==> config.mk <==
export PLATFORM = sky130hd
export DESIGN_NAME = poc_usbdev_flat
export DESIGN_NICKNAME = d
export VERILOG_FILES = /design/src/rtl/poc_usbdev_if.sv /design/src/rtl/poc_usbdev.sv /design/src/flat_wrapper.sv
export SDC_FILE = /design/constraint.sdc
export NUM_CORES = 1
export LEC_CHECK = 0
export CORE_MARGIN = 4
export CORE_UTILIZATION = 56
export CTS_BUF_LIST = sky130_fd_sc_hd__clkbuf_8
export CTS_CLUSTER_DIAMETER = 40
export DETAILED_ROUTE_END_ITERATION = 6
export HOLD_SLACK_MARGIN = 0.02
export MAX_ROUTING_LAYER = met4
export PLACE_DENSITY = 0.87
export SETUP_SLACK_MARGIN = 0.2
export SLEW_MARGIN = 15
export SYNTH_ARGS = -nofsm -noshare
export SYNTH_HDL_FRONTEND = slang
export SYNTH_SLANG_ARGS = --single-unit
==> constraint.sdc <==
create_clock -name clk -period 3.1 [get_ports clk]
set_clock_uncertainty 0.15 [all_clocks]
set_input_delay 0.62 -clock clk [delete_from_list [all_inputs] [get_ports clk]]
set_output_delay 0.62 -clock clk [all_outputs]
set_load 0.1 [all_outputs]
==> src/rtl/poc_usbdev_if.sv <==
// Tile-side pin bundle for the USB receive front end: enable, user inputs,
// received byte and the bidirectional pin group carrying D+/D- and status.
interface poc_usbdev_if;
   logic       ena;
   logic [7:0] ui_in;
   logic [7:0] uo_out;
   logic [7:0] uio_in;
   logic [7:0] uio_out;
   logic [7:0] uio_oe;

   modport master (output ena, ui_in, uio_in, input uo_out, uio_out, uio_oe);
   modport slave  (input ena, ui_in, uio_in, output uo_out, uio_out, uio_oe);
endinterface

==> src/rtl/poc_usbdev.sv <==
// USB 1.1 full-speed receive front end: 4x oversampled DPLL, NRZI decode,
// SYNC detect, bit unstuffing, byte assembly, PID check, EOP and bus reset.
module poc_usbdev #(
   parameter int OVERSAMPLE       = 4,
   parameter int SAMPLE_PHASE     = 2,
   parameter int BUS_RESET_CYCLES = 120
) (
   input logic         clk,
   input logic         rst_n,
   poc_usbdev_if.slave bus
);
   localparam int CW = $clog2(OVERSAMPLE);
   localparam int RW = $clog2(BUS_RESET_CYCLES + 1);
   localparam logic [1:0] LS_J   = 2'b10;
   localparam logic [1:0] LS_K   = 2'b01;
   localparam logic [1:0] LS_SE0 = 2'b00;
   localparam logic [1:0] LS_SE1 = 2'b11;
   localparam logic [7:0] SYNC_PATTERN = 8'h80;

   typedef enum logic [2:0] {IDLE, SYNC, DATA, EOP, WAIT_IDLE} state_t;

   state_t        state, state_n;
   logic [1:0]    meta, line;
   logic [CW-1:0] dpll_cnt;
   logic [RW-1:0] se0_cnt;
   logic [1:0]    prev_jk, prev_jk_n;
   logic [7:0]    shift, shift_n;
   logic [2:0]    nbits, nbits_n;
   logic [2:0]    ones, ones_n;
   logic [2:0]    jcnt, jcnt_n;
   logic          seen_se0, seen_se0_n;
   logic          first_byte, first_byte_n;
   logic [7:0]    rx_byte, rx_byte_n;
   logic          byte_valid, byte_valid_n;
   logic          eop, eop_n;
   logic          pkt_active, pkt_active_n;
   logic          pid_ok, pid_ok_n;
   logic          rx_err, bus_reset, err_set;
   logic          sample, nrzi_bit, is_j, is_k, is_se0, is_se1, bus_rst_hit, clr;
   logic [7:0]    asm_byte;
   logic          unused_pins;

   assign unused_pins = ^{bus.ena, bus.ui_in[7:1], bus.uio_in[7:2]};
   assign clr         = bus.ui_in[0];
   assign is_j        = (line == LS_J);
   assign is_k        = (line == LS_K);
   assign is_se0      = (line == LS_SE0);
   assign is_se1      = (line == LS_SE1);
   assign sample      = (dpll_cnt == CW'(SAMPLE_PHASE));
   assign nrzi_bit    = (line == prev_jk);
   assign asm_byte    = {nrzi_bit, shift[7:1]};
   assign bus_rst_hit = is_se0 && (se0_cnt >= RW'(BUS_RESET_CYCLES - 1));

   // The DPLL restarts when the synchronizer is about to present a new line
   // state, so the count is 0 in the first cycle that state is visible.
   always_ff @(posedge clk) begin
      if (!rst_n) begin
         meta     <= '0;
         line     <= '0;
         dpll_cnt <= '0;
         se0_cnt  <= '0;
      end else begin
         meta <= {bus.uio_in[0], bus.uio_in[1]};
         line <= meta;
         if (meta != line || dpll_cnt == CW'(OVERSAMPLE - 1))
            dpll_cnt <= '0;
         else
            dpll_cnt <= dpll_cnt + 1'b1;
         if (!is_se0)
            se0_cnt <= '0;
         else if (se0_cnt != RW'(BUS_RESET_CYCLES))
            se0_cnt <= se0_cnt + 1'b1;
      end
   end

   always_ff @(posedge clk) begin
      if (!rst_n) begin
         state      <= IDLE;
         prev_jk    <= LS_J;
         shift      <= '0;
         nbits      <= '0;
         ones       <= '0;
         jcnt       <= '0;
         seen_se0   <= 1'b0;
         first_byte <= 1'b0;
         rx_byte    <= '0;
         byte_valid <= 1'b0;
         eop        <= 1'b0;
         pkt_active <= 1'b0;
         pid_ok     <= 1'b0;
         rx_err     <= 1'b0;
         bus_reset  <= 1'b0;
      end else begin
         state      <= state_n;
         prev_jk    <= prev_jk_n;
         shift      <= shift_n;
         nbits      <= nbits_n;
         ones       <= ones_n;
         jcnt       <= jcnt_n;
         seen_se0   <= seen_se0_n;
         first_byte <= first_byte_n;
         rx_byte    <= rx_byte_n;
         byte_valid <= byte_valid_n;
         eop        <= eop_n;
         pkt_active <= pkt_active_n;
         pid_ok     <= pid_ok_n;
         rx_err     <= err_set | (rx_err & ~clr);
         bus_reset  <= bus_rst_hit | (bus_reset & ~clr);
      end
   end

   // Receiver sequencing; every decision is taken only on a DPLL sample.
   always_comb begin
      state_n      = state;
      prev_jk_n    = prev_jk;
      shift_n      = shift;
      nbits_n      = nbits;
      ones_n       = ones;
      jcnt_n       = jcnt;
      seen_se0_n   = seen_se0;
      first_byte_n = first_byte;
      rx_byte_n    = rx_byte;
      byte_valid_n = 1'b0;
      eop_n        = 1'b0;
      pkt_active_n = pkt_active;
      pid_ok_n     = pid_ok;
      err_set      = 1'b0;
      if (sample) begin
         if (is_j || is_k) prev_jk_n = line;
         if (is_se1) begin
            err_set      = 1'b1;
            pkt_active_n = 1'b0;
            state_n      = IDLE;
         end else begin
            case (state)
               IDLE: begin
                  if (is_k) begin
                     state_n = SYNC;
                     shift_n = '0;
                     nbits_n = 3'd1;
                  end
               end
               SYNC: begin
                  if (is_se0) begin
                     state_n = IDLE;
                  end else begin
                     shift_n = asm_byte;
                     if (nbits == 3'd7) begin
                        if (asm_byte == SYNC_PATTERN) begin
                           state_n      = DATA;
                           pkt_active_n = 1'b1;
                           pid_ok_n     = 1'b0;
                           nbits_n      = '0;
                           ones_n       = '0;
                           first_byte_n = 1'b1;
                        end else begin
                           state_n = IDLE;
                        end
                     end else begin
                        nbits_n = nbits + 3'd1;
                     end
                  end
               end
               DATA: begin
                  if (is_se0) begin
                     state_n = EOP;
                  end else if (ones == 3'd6) begin
                     ones_n = '0;
                     if (nrzi_bit) begin
                        err_set      = 1'b1;
                        pkt_active_n = 1'b0;
                        state_n      = WAIT_IDLE;
                        jcnt_n       = '0;
                        seen_se0_n   = 1'b0;
                     end
                  end else begin
                     shift_n = asm_byte;
                     nbits_n = nbits + 3'd1;
                     ones_n  = nrzi_bit ? ones + 3'd1 : 3'd0;
                     if (nbits == 3'd7) begin
                        rx_byte_n    = asm_byte;
                        byte_valid_n = 1'b1;
                        first_byte_n = 1'b0;
                        if (first_byte) pid_ok_n = (asm_byte[7:4] == ~asm_byte[3:0]);
                     end
                  end
               end
               EOP: begin
                  if (is_j) begin
                     eop_n        = 1'b1;
                     pkt_active_n = 1'b0;
                     state_n      = IDLE;
                     if (nbits != 3'd0) err_set = 1'b1;
                  end else if (is_k) begin
                     err_set      = 1'b1;
                     pkt_active_n = 1'b0;
                     state_n      = WAIT_IDLE;
                     jcnt_n       = '0;
                     seen_se0_n   = 1'b0;
                  end
               end
               WAIT_IDLE: begin
                  if (is_se0) begin
                     seen_se0_n = 1'b1;
                     jcnt_n     = '0;
                  end else if (is_j) begin
                     if (seen_se0 || jcnt == 3'd7) state_n = IDLE;
                     else jcnt_n = jcnt + 3'd1;
                  end else begin
                     seen_se0_n = 1'b0;
                     jcnt_n     = '0;
                  end
               end
               default: state_n = IDLE;
            endcase
         end
      end
      // A bus reset overrides whatever the sample decided.
      if (bus_rst_hit) begin
         state_n      = IDLE;
         pkt_active_n = 1'b0;
      end
   end

   assign bus.uo_out  = rx_byte;
   assign bus.uio_out = {eop, bus_reset, rx_err, pid_ok, pkt_active, byte_valid, 2'b00};
   assign bus.uio_oe  = 8'hFC;
endmodule

==> src/flat_wrapper.sv <==
// flat-port wrapper written by rule: the top's interface ports become plain ports
module poc_usbdev_flat 
#(
   parameter int OVERSAMPLE       = 4,
   parameter int SAMPLE_PHASE     = 2,
   parameter int BUS_RESET_CYCLES = 120
)
  (clk, rst_n, bus_ena, bus_ui_in, bus_uio_in, bus_uo_out, bus_uio_out, bus_uio_oe);
  poc_usbdev_if bus_i ();
  input logic clk;
  input logic rst_n;
  input wire logic [$bits(bus_i.ena)-1:0] bus_ena;
  input wire logic [$bits(bus_i.ui_in)-1:0] bus_ui_in;
  input wire logic [$bits(bus_i.uio_in)-1:0] bus_uio_in;
  output wire logic [$bits(bus_i.uo_out)-1:0] bus_uo_out;
  output wire logic [$bits(bus_i.uio_out)-1:0] bus_uio_out;
  output wire logic [$bits(bus_i.uio_oe)-1:0] bus_uio_oe;
  assign bus_i.ena = bus_ena;
  assign bus_i.ui_in = bus_ui_in;
  assign bus_i.uio_in = bus_uio_in;
  assign bus_uo_out = bus_i.uo_out;
  assign bus_uio_out = bus_i.uio_out;
  assign bus_uio_oe = bus_i.uio_oe;
  poc_usbdev #(.OVERSAMPLE(OVERSAMPLE), .SAMPLE_PHASE(SAMPLE_PHASE), .BUS_RESET_CYCLES(BUS_RESET_CYCLES)) u_core (.clk(clk), .rst_n(rst_n), .bus(bus_i));
endmodule
==> metrics, run 1 <==
crit path DAT 2740 ps; Via Count ~2300; Initial Util 0.575; largest net degree at the start of global routing 23; Reg power frac 0.548; Async SR Flop Fraction 0; start point of the critical path u_core.line[0]; final worst path period need 2640 ps; global route overflow 0; first-pass GRT wire length 9.56 mm; peak supply drop roughly 0.20 mV; Seq. cell area 0.00100 mm^2; Slowest-stage cell, CP nand3_1; Clock transition at path regs 90 ps; Net Sw Frac 0.267; Antenna Cells 0; PwrDens 409 mW/mm^2; Die W 77.6 um; worst slew pin tran 930 ps; Ports 43; cts bufs inserted 5; CP max stage delay 490 ps; Rows 25; max_slew headroom 0.378; Comb pwr share 0.106; crit path capture type flip-flop; Routed WL 5.65 mm; Post-synth EDFFs 0; hold worst-path end u_core.first_byte; Tot GR Track Use 0.200; number of buffers added on ports 18; crit start category flip-flop; Synth Cell Area ~0.0027 mm^2; Net count, final 369; WP data required between 3000 and 4000 ps; die height between 70 and 80 um; Area after DPL about 0.0028 mm^2; hold_buf cts 0; filler instances 404; grt met2 use 0.292; critical-path cell list inv_1 > ha_1 > nor3_1 > nand3_1 > o21ai_0 > mux2i_1; Max Freq 0.379 GHz; Int Power 0.881 mW; GPL Wtd Cong between 0.8 and 0.9; hold slack 307 ps; design area 0.00294 mm^2; FF-to-FF Start u_core.line[0]; Clock Power Share 0.347; Worst R2R Path Depth 6; share of cells above drive strength 1 0.0952; clock root buffer clkbuf_8; post_cts resized 0; clock sinks 50; Hold Crit Class flip-flop to flip-flop; crit path kind flip-flop to flip-flop; synth unique cells 50; Syn Area/Cell approximately 8.3 um^2; Routed Antenna Nets 0; maxcap violations 0; wire per inst between 10 and 15 um; R2R Setup Slk 460 ps; Worst Hold Depth 2; Fin Setup TNS 0 ps; total power 1.20 mW; Psw around 0.32 mW; die area 0.00603 mm^2; dpl cells a little under 400; Final Setup Violations 0; leakage power figure 1.19 nW; CTS tree yes; Slew Viols, Final 0; DRT iter0 DRCs 190; reg2reg end u_core.pid_ok; antenna violations before repair 0; worst-path maximum fanout 13; Max H-tree Level 2; #FFs+latches synth 50; worst skew pair latency ~310 ps; unrepaired setup endpoints after global routing false; met3 Resource Use GR 0.0441; DRC viols 0; Top FF cell, synth dfxtp_1; outcome finished clean; Post-Syn Instances 327; DRT Pass-1 Iters 5; area of the multi-input gates between 0.0015 and 0.002 mm^2; final hold viol count 0; vias per inst 5.75; P&R area growth vs syn 8.15%; Hold Crit Start u_core.first_byte; post-CTS setup buffers 0; fin crit share 0.852; YS warnings 0; vias in the first global route 2055; core area 0.00472 mm^2; Most Crowded Layer GR met2; non-filler cells, final 403; met1 usage 0.273; DP Wirelength 4.08 mm; Seq/Total Area, Yosys 0.368; Clock Path Buffers 2
## layout by cell type, fill, tap and decap left out, types with 2 or more instances in the layout
cell type	netlist	layout
nand3_1	18	18
a31oi_1	2	2
or3_1	4	4
xor2_1	9	9
nor3_1	8	8
o21ai_0	18	18
nand2_1	24	24
nand2b_1	9	9
o2111ai_1	2	2
inv_1	14	14
buf_4	16	17
o211ai_1	4	4
o311ai_0	2	2
nor2b_1	2	2
o31ai_1	2	2
dfxtp_1	50	50
conb_1	2	10
o22ai_1	2	2
and2_1	6	6
a21o_1	2	2
or2_2	2	2
clkdlybuf4s50_1	0	4
or4_1	2	2
clkbuf_8	0	7
a21oi_1	22	22
ha_1	15	15
nand4_1	7	7
mux2i_1	13	13
nor2_1	34	34
xnor2_1	4	4
## Yosys cell counts (4+ instances only)
cell type,instances,area [um^2]
a21oi_1,22,110
and2_1,6,37.5
buf_4,16,120
clkbuf_1,11,41.3
dfxtp_1,50,1000
ha_1,15,188
inv_1,14,52.6
mux2i_1,13,130
nand2_1,24,90.1
nand2b_1,9,56.3
nand3_1,18,90.1
nand4_1,7,43.8
nor2_1,34,128
nor3_1,8,40.0
o211ai_1,4,30.0
o21ai_0,18,90.1
or3_1,4,25.0
xnor2_1,4,35.0
xor2_1,9,78.8
## worst max path at each step
| stage | cells after the start | endpoint |
|---|---|---|
| after floorplan | 5 | u_core.pkt_active |
| after global placement | 6 | u_core.pid_ok |
| after detailed placement | 6 | u_core.pid_ok |
| after CTS | 6 | u_core.pid_ok |
| after global routing | 6 | u_core.pid_ok |
| final | 6 | u_core.pid_ok |
## layout make-up
| class | count | share of cell area |
|---|---|---|
| Clock inverter | 1 | 0.00298 |
| Clock buffer | 7 | 0.0328 |
| Inverter | 14 | 0.0179 |
| Multi-Input combinational cell | 243 | 0.520 |
| Tap cell | 67 | 0.0285 |
| Timing Repair Buffer | 21 | 0.0571 |
| Sequential cell | 50 | 0.341 |
## registers in the layout (all words and copies together) (netlist names)
signal and cells:
u_core.bus.uo_out 8, u_core.meta 2, u_core.nbits 3, u_core.line 2, u_core.bus_reset 1, u_core.eop 1, u_core.shift 7, u_core.pid_ok 1
u_core.rx_err 1, u_core.pkt_active 1, u_core.prev_jk 2, u_core.first_byte 1, u_core.byte_valid 1, u_core.dpll_cnt 2, u_core.ones 3, u_core.jcnt 3
u_core.seen_se0 1, u_core.se0_cnt 7, u_core.state 3
## metal layers
layer  routed length, um  vias up
li1                    -     1139
met1                2720     1091
met2                2530       78
met3                 323        9
met4                  89        0
met5                   0        -
## power groups by stage
stage          clock (mW)  sequential [mW]  combinational [mW]
2_1_floorplan           0            0.671               0.113
4_1_cts             0.430            0.658               0.126
3_3_place_gp            0            0.672               0.122
5_1_grt             0.452            0.660               0.136
3_5_place_dp            0            0.674               0.125
6_report            0.416            0.658               0.127
## through the flow
stage | util | worst slack (ps)
final | 0.622 | 458
after global routing | 0.622 | 272
after CTS | 0.622 | 506
after detailed placement | 0.600 | 516
after global placement | 0.600 | 566
after floorplan | - | 713
## kinds of logic (layout without fill, tap and decap cells)
logic type / after synthesis / after routing / share of synthesized area
AND/OR/NAND/NOR: 125 / 125 / 0.232
AO/OA/AOI/OAI: 66 / 66 / 0.154
flip-flops: 50 / 50 / 0.368
buffers and inverters: 42 / 43 / 0.0801
adder cells (fa/ha/maj): 15 / 15 / 0.0691
multiplexers: 14 / 14 / 0.0520
XOR/XNOR: 13 / 13 / 0.0419
other: 2 / 10 / 0.00276
## worst max-delay path, delay by kind of cell, from the launching register on
| family | cells | cell delay (ps) |
|---|---|---|
| AO/OA/AOI/OAI | 1 | 400 |
| flip-flops | 1 | 480 |
| AND/OR/NAND/NOR | 2 | 860 |
| multiplexers | 1 | 200 |
| adder cells (fa/ha/maj) | 1 | 390 |
| buffers and inverters | 1 | 100 |
Note: power is estimated with default switching activity, not from simulation.
==> inputs of run 2 (changes only) <==
--- a/config.mk
+++ b/config.mk
@@ -5,14 +5,14 @@
 export SDC_FILE = /design/constraint.sdc
 export NUM_CORES = 1
 export LEC_CHECK = 0
+export ABC_AREA = 1
 export CORE_MARGIN = 4
-export CORE_UTILIZATION = 56
-export CTS_BUF_LIST = sky130_fd_sc_hd__clkbuf_8
+export CORE_UTILIZATION = 54
 export CTS_CLUSTER_DIAMETER = 40
 export DETAILED_ROUTE_END_ITERATION = 6
 export HOLD_SLACK_MARGIN = 0.02
 export MAX_ROUTING_LAYER = met4
-export PLACE_DENSITY = 0.87
+export PLACE_DENSITY = 0.84
 export SETUP_SLACK_MARGIN = 0.2
 export SLEW_MARGIN = 15
 export SYNTH_ARGS = -nofsm -noshare
==> metrics, run 2 <==
outcome finished clean (unchanged); die area 0.00646 mm^2 (was 0.00603 mm^2); DP Wirelength 4.19 mm (was 4.08 mm); crit path capture type flip-flop (unchanged); antenna violations before repair 0 (unchanged); synth unique cells 30 (was 50); wire per inst 11.0 um (was 14.0 um); Fin Setup TNS 0 ps (unchanged); reg2reg end u_core.nbits[2] (was u_core.pid_ok); ranking of synthesized cells by area dfxtp_1 35%, nand2_1 13%, nor2_1 9.5% (was dfxtp_1 37%, ha_1 6.9%, mux2i_1 4.8%); #FFs+latches synth 50 (unchanged); WP data required 3150 ps (was 3200 ps); vias per inst 4.91 (was 5.75); R2R Setup Slk 740 ps (was 460 ps); core area 0.00511 mm^2 (was 0.00472 mm^2); maxcap violations 0 (unchanged); Clock transition at path regs 80 ps (was 90 ps); Max Freq 0.423 GHz (was 0.379 GHz); Worst R2R Path Depth 10 (was 6); Die W 80.4 um (was 77.6 um); CTS tree yes (unchanged); Rows 26 (was 25); most frequent cells in the layout 100 x nand2_1, 72 x nor2_1, 53 x inv_1, 50 x dfxtp_1, 31 x o21ai_0 (was 50 x dfxtp_1, 34 x nor2_1, 24 x nand2_1, 22 x a21oi_1); Worst Hold Depth 2 (unchanged); Crit path max-delay family simple AND/OR/NAND/NOR gates (unchanged); Yosys top cell by area dfxtp_1 (unchanged); pre-CTS WS 778 ps (was 516 ps); Hold Crit Class flip-flop to flip-flop (unchanged); Net count, final 471 (was 369); GPL Wtd Cong 0.945 (was 0.880); Final Setup Violations 0 (unchanged); Synth Cell Area 0.00283 mm^2 (was 0.00272 mm^2); number of flip-flops under the largest register name 8 (unchanged); Post-synth EDFFs 0 (unchanged); DRT Pass-1 Iters 4 (was 5); largest net degree at the start of global routing 28 (was 23); die height 80.4 um (was 77.6 um); Commonest cells post-synth 100 x nand2_1, 72 x nor2_1, 53 x inv_1, 50 x dfxtp_1, 31 x o21ai_0 (was 50 x dfxtp_1, 34 x nor2_1, 24 x nand2_1, 22 x a21oi_1); cts bufs inserted 5 (unchanged); final worst path period need 2360 ps (was 2640 ps); fin crit share 0.762 (was 0.852); first-pass GRT wire length 9.59 mm (was 9.56 mm); Routed Antenna Nets 0 (unchanged); Hold Crit Start u_core.meta[0] (was u_core.first_byte); Max H-tree Level 2 (unchanged); final setup margin 737 ps (was 458 ps); FF-to-FF Start u_core.line[0] (unchanged); P&R area growth vs syn 7.07% (was 8.15%); share of cells above drive strength 1 0.103 (was 0.0952); PwrDens 391 mW/mm^2 (was 409 mW/mm^2); Ports 43 (unchanged); post_cts resized 0 (unchanged); DRC viols 0 (unchanged); Critical path buffers and inverters 2 (was 1); unrepaired setup endpoints after global routing false (unchanged); YS warnings 0 (unchanged); Initial Util 0.554 (was 0.575); leakage power figure 1.46 nW (was 1.19 nW); DRT iter0 DRCs 156 (was 190); Async SR Flop Fraction 0 (unchanged); Seq/Total Area, Yosys 0.354 (was 0.368); global route overflow 0 (unchanged); crit start category flip-flop (unchanged); vias in the first global route 2241 (was 2055); worst skew pair latency 300 ps (was 310 ps); Slew Viols, Final 0 (unchanged); hold worst-path end u_core.line[0] (was u_core.first_byte); final hold viol count 0 (unchanged); CP max stage delay 460 ps (was 490 ps); crit path DAT 2410 ps (was 2740 ps); Clock Path Buffers 2 (unchanged); count leader, synth nand2_1 (was dfxtp_1); Tot GR Track Use 0.190 (was 0.200); peak supply drop 0.165 mV (was 0.202 mV); hold slack 309 ps (was 307 ps); clock sinks 50 (unchanged); fin util 0.593 (was 0.622); crit path kind flip-flop to flip-flop (unchanged); Slowest-stage cell, CP dfxtp_1 (was nand3_1); Top FF cell, synth dfxtp_1 (unchanged); Via Count 2495 (was 2317); Antenna Cells 0 (unchanged); critical-path cell list inv_1 > ha_1 > inv_1 > nand2_1 > nand2_2 > nand3_2 > nor2_4 > o21ai_2 > o21ai_0 > nor2_1 (was inv_1 > ha_1 > nor3_1 > nand3_1 > o21ai_0 > mux2i_1); CP most frequent cell inv_1; hold_buf cts 0 (unchanged); Syn Area/Cell 6.63 um^2 (was 8.31 um^2); Post-Syn Instances 427 (was 327); Routed WL 5.61 mm (was 5.65 mm); top cell type's share of synthesized area 0.354 (was 0.368); clock root buffer clkbuf_8 (unchanged); post-CTS setup buffers 0 (unchanged); number of buffers added on ports 18 (unchanged); commonest non-fill, non-tap cell in the layout nand2_1 (was dfxtp_1); worst-path maximum fanout 12 (was 13)
run 2: changes by cell type after synthesis, moves of 8 or more:
cell      change
clkbuf_1      -8
inv_1        +39
mux2i_1      -13
nand2_1      +76
nand2b_1      -9
nor2_1       +38
o21ai_0      +13
xor2_1        -8
run 2: report_power, final:
| part | total (mW) | switching (mW) | internal (mW) |
|---|---|---|---|
| Clock | 0.390 | 0.210 | 0.180 |
| Combinational | 0.135 | 0.108 | 0.0272 |
| Sequential | 0.660 | 0.00908 | 0.651 |
run 2: cells by family (layout without fill, tap and decap cells):
logic type                 count (synthesis)  in the layout  synth area share
xor gates and xnor gates                   2              2           0.00619
DFF                                       50             50             0.354
other                                      2             10           0.00265
buffers and inverters                     82             85             0.135
AOI/OAI and AO/OA                         60             60             0.111
adders and majority gates                 15             15            0.0663
and+or+nand+nor                          216            216             0.325
run 2: cell type report:
type	instances	area [um^2]
fillers	497	2080
multi-input cells	303	1480
flip-flops and latches	50	1000
inverters	58	218
repair buffers	19	153
well taps	70	87.6
clock buffers	6	82.6
clock inverters	2	12.5
run 2: worst min-delay path, delay by kind of cell, from the launching register on:
family | cells | cell delay (ps)
flops | 1 | 330
buf+inv | 1 | 30
simple gates | 1 | 60
run 2: routing by layer:
layer | share of wire | track usage
met1 | 0.50 | 0.244
met2 | 0.45 | 0.305
met3 | 0.038 | 0.0370
met4 | 0.0052 | 0.0490
met5 | 0 | -
run 2: stage by stage:
stage | power (mW) | std cells | cell area (um^2)
after detailed placement | 0.809 | 500 | 2940
after global placement | 0.806 | 500 | 2940
final | 1.19 | 508 | 3030
after floorplan | 0.796 | 435 | 2860
after CTS | 1.20 | 508 | 3030
after global routing | 1.24 | 508 | 3030
run 2: how the worst max path moves through the flow:
stage | from | endpoint | slack, ps | depth (start not counted)
floorplan | u_core.line[0] | u_core.shift[7] | 1170 | 12
global placement | u_core.line[0] | u_core.nbits[0] | 830 | 10
finish | u_core.line[0] | u_core.nbits[2] | 740 | 10
detailed placement | u_core.line[0] | u_core.nbits[2] | 780 | 10
global route | u_core.line[0] | u_core.nbits[2] | 530 | 10
CTS | u_core.line[0] | u_core.nbits[2] | 760 | 10
==> inputs of run 3 (changes only) <==
--- a/config.mk
+++ b/config.mk
@@ -7,12 +7,12 @@
 export LEC_CHECK = 0
 export ABC_AREA = 1
 export CORE_MARGIN = 4
-export CORE_UTILIZATION = 54
+export CORE_UTILIZATION = 49
 export CTS_CLUSTER_DIAMETER = 40
 export DETAILED_ROUTE_END_ITERATION = 6
 export HOLD_SLACK_MARGIN = 0.02
 export MAX_ROUTING_LAYER = met4
-export PLACE_DENSITY = 0.84
+export PLACE_DENSITY = 0.8
 export SETUP_SLACK_MARGIN = 0.2
 export SLEW_MARGIN = 15
 export SYNTH_ARGS = -nofsm -noshare
==> constraint.sdc (replaced) <==
create_clock -name clk -period 2.17 [get_ports clk]
set_clock_uncertainty 0.15 [all_clocks]
set_input_delay 0.434 -clock clk [delete_from_list [all_inputs] [get_ports clk]]
set_output_delay 0.434 -clock clk [all_outputs]
set_load 0.1 [all_outputs]
==> metrics, run 3 (synthesis gave the netlist of run 2 again) <==
Final Setup Violations 0 (unchanged); outcome finished clean (unchanged); die area 0.00706 mm^2 (was 0.00646 mm^2); most frequent cells in the layout 99 x nand2_1, 71 x nor2_1, 51 x inv_1, 47 x dfxtp_1, 31 x o21ai_0 (was 100 x nand2_1, 72 x nor2_1, 53 x inv_1, 50 x dfxtp_1, 31 x o21ai_0); clock root buffer clkbuf_8 (unchanged); crit path kind flip-flop to flip-flop (unchanged); Max H-tree Level 2 (unchanged); Psw 0.480 mW (was 0.327 mW); Most Crowded Layer GR met2 (unchanged); maxcap violations 0 (unchanged); Fin Setup TNS 0 ps (unchanged); GPL Wtd Cong 0.913 (was 0.945); wire per inst 11.4 um (was 11.0 um); largest net degree at the start of global routing 17 (was 28); worst slew pin tran 495 ps; vias per inst 5.01 (was 4.91); crit start category flip-flop (unchanged); core area 0.00554 mm^2 (was 0.00511 mm^2); worst skew pair latency 300 ps (about the same); Net Sw Frac 0.250 (was 0.276); hold_buf cts 0 (unchanged); global route overflow 0 (unchanged); Clock Power Share 0.402 (was 0.329); Clock Path Buffers 2 (unchanged); Hold Crit Class flip-flop to flip-flop (unchanged); DRT iter0 DRCs 209 (was 156); Initial Util 0.511 (was 0.554); Comb pwr share 0.106 (was 0.114); peak supply drop 0.299 mV (was 0.165 mV); CTS tree yes (unchanged); Max Freq 0.544 GHz (was 0.423 GHz); Routed Antenna Nets 0 (unchanged); Rows 27 (was 26); max_slew headroom 0.668; Int Power 1.44 mW (was 0.858 mW); antenna violations before repair 0 (unchanged); DRT Pass-1 Iters 4 (unchanged); Via Count 2597 (was 2495); Net count, final 479 (was 471); final worst path period need 1840 ps (was 2360 ps); number of flip-flops under the largest register name 8 (unchanged); clock sinks 50 (unchanged); met1 usage 0.224 (was 0.244); Reg power frac 0.492 (was 0.557); grt met2 use 0.281 (was 0.305); met3 Resource Use GR 0.0276 (was 0.0370); number of buffers added on ports 18 (unchanged); first-pass GRT wire length 10.1 mm (was 9.59 mm); share of cells above drive strength 1 0.135 (was 0.103); Antenna Cells 0 (unchanged); P&R area growth vs syn 12.2% (was 7.07%); DP Wirelength 4.48 mm (was 4.19 mm); vias in the first global route 2340 (was 2241); worst-path maximum fanout 7 (was 12); commonest non-fill, non-tap cell in the layout nand2_1 (unchanged); DRC viols 0 (unchanged); Routed WL 5.89 mm (was 5.61 mm); Slew Viols, Final 0 (unchanged); Clock transition at path regs 90 ps (was 80 ps); PwrDens 604 mW/mm^2 (was 391 mW/mm^2); fin util 0.573 (was 0.593); final hold viol count 0 (unchanged); fin crit share 0.846 (was 0.762); leakage power figure 1.53 nW (was 1.46 nW); cts bufs inserted 5 (unchanged); Die W 84 um (was 80.4 um); die height 84 um (was 80.4 um); crit path DAT 1930 ps (was 2410 ps); WP data required 2260 ps (was 3150 ps); Ports 43 (unchanged); crit path capture type flip-flop (unchanged); unrepaired setup endpoints after global routing false (unchanged); Tot GR Track Use 0.174 (was 0.190)
[run 3: path summary, 6_finish.rpt]
check / slack [ps] / startpoint / depth (start not counted) / to
worst max-delay path: 330 / u_core.line[0] / 12 / u_core.pid_ok
worst min-delay path: 310 / u_core.meta[0] / 2 / u_core.line[0]
worst max register to register: 330 / u_core.line[0] / 12 / u_core.pid_ok
worst min register to register: 310 / u_core.meta[0] / 2 / u_core.line[0]
[run 3: final cells by class]
type                    instances  area (um^2)
repair buffers                 27          225
flip-flops and latches         50         1010
fillers                       534         2360
clock buffers                   5         68.8
multi-input cells             303         1500
clock inverters                 3         68.8
inverters                      58          218
well taps                      72         90.1
[run 3: critical path, cell delays in order (launching register included)]
cell,delay [ps]
dfxtp_4,400
inv_2,70
ha_1,210
inv_1,70
buf_4,130
nor2_1,70
nor2_2,180
nand2_1,70
nor2_1,100
nand3_1,110
nand2_1,80
nand2_1,50
nor2_1,90
[run 3: what timing repair did]
| action | in CTS | in global routing |
|---|---|---|
| buffers inserted | 1 | 0 |
| pin swaps | 1 | 2 |
| resized for setup | 1 | 9 |
| endpoints found under the setup margin | 8 | 25 |
| endpoints found under the hold margin | 0 | 0 |
[run 3: power groups by stage]
stage / Combinational (mW) / Sequential [mW] / Clock (mW)
final: 0.203 / 0.943 / 0.772
after detailed placement: 0.199 / 0.965 / 0
after CTS: 0.201 / 0.944 / 0.787
after global routing: 0.224 / 0.945 / 0.827
after global placement: 0.196 / 0.964 / 0
after floorplan: 0.175 / 0.961 / 0
[run 3: layer usage]
layer / up-vias / share of wire
li1: 1343 / -
met1: 1176 / 0.47
met2: 65 / 0.46
met3: 13 / 0.053
met4: 0 / 0.021
met5: - / 0
[run 3: metrics by stage]
stage / setup WS (ps) / power [mW] / cell area, um^2 / hold slack (ps) / instances
2_1_floorplan: 239 / 1.14 / 2860 / 267 / 435
3_3_place_gp: 167 / 1.16 / 2990 / 280 / 509
3_5_place_dp: 97.4 / 1.16 / 2990 / 296 / 509
4_1_cts: 217 / 1.93 / 3150 / 308 / 518
5_1_grt: 196 / 2.00 / 3180 / 322 / 518
6_report: 333 / 1.92 / 3180 / 307 / 518
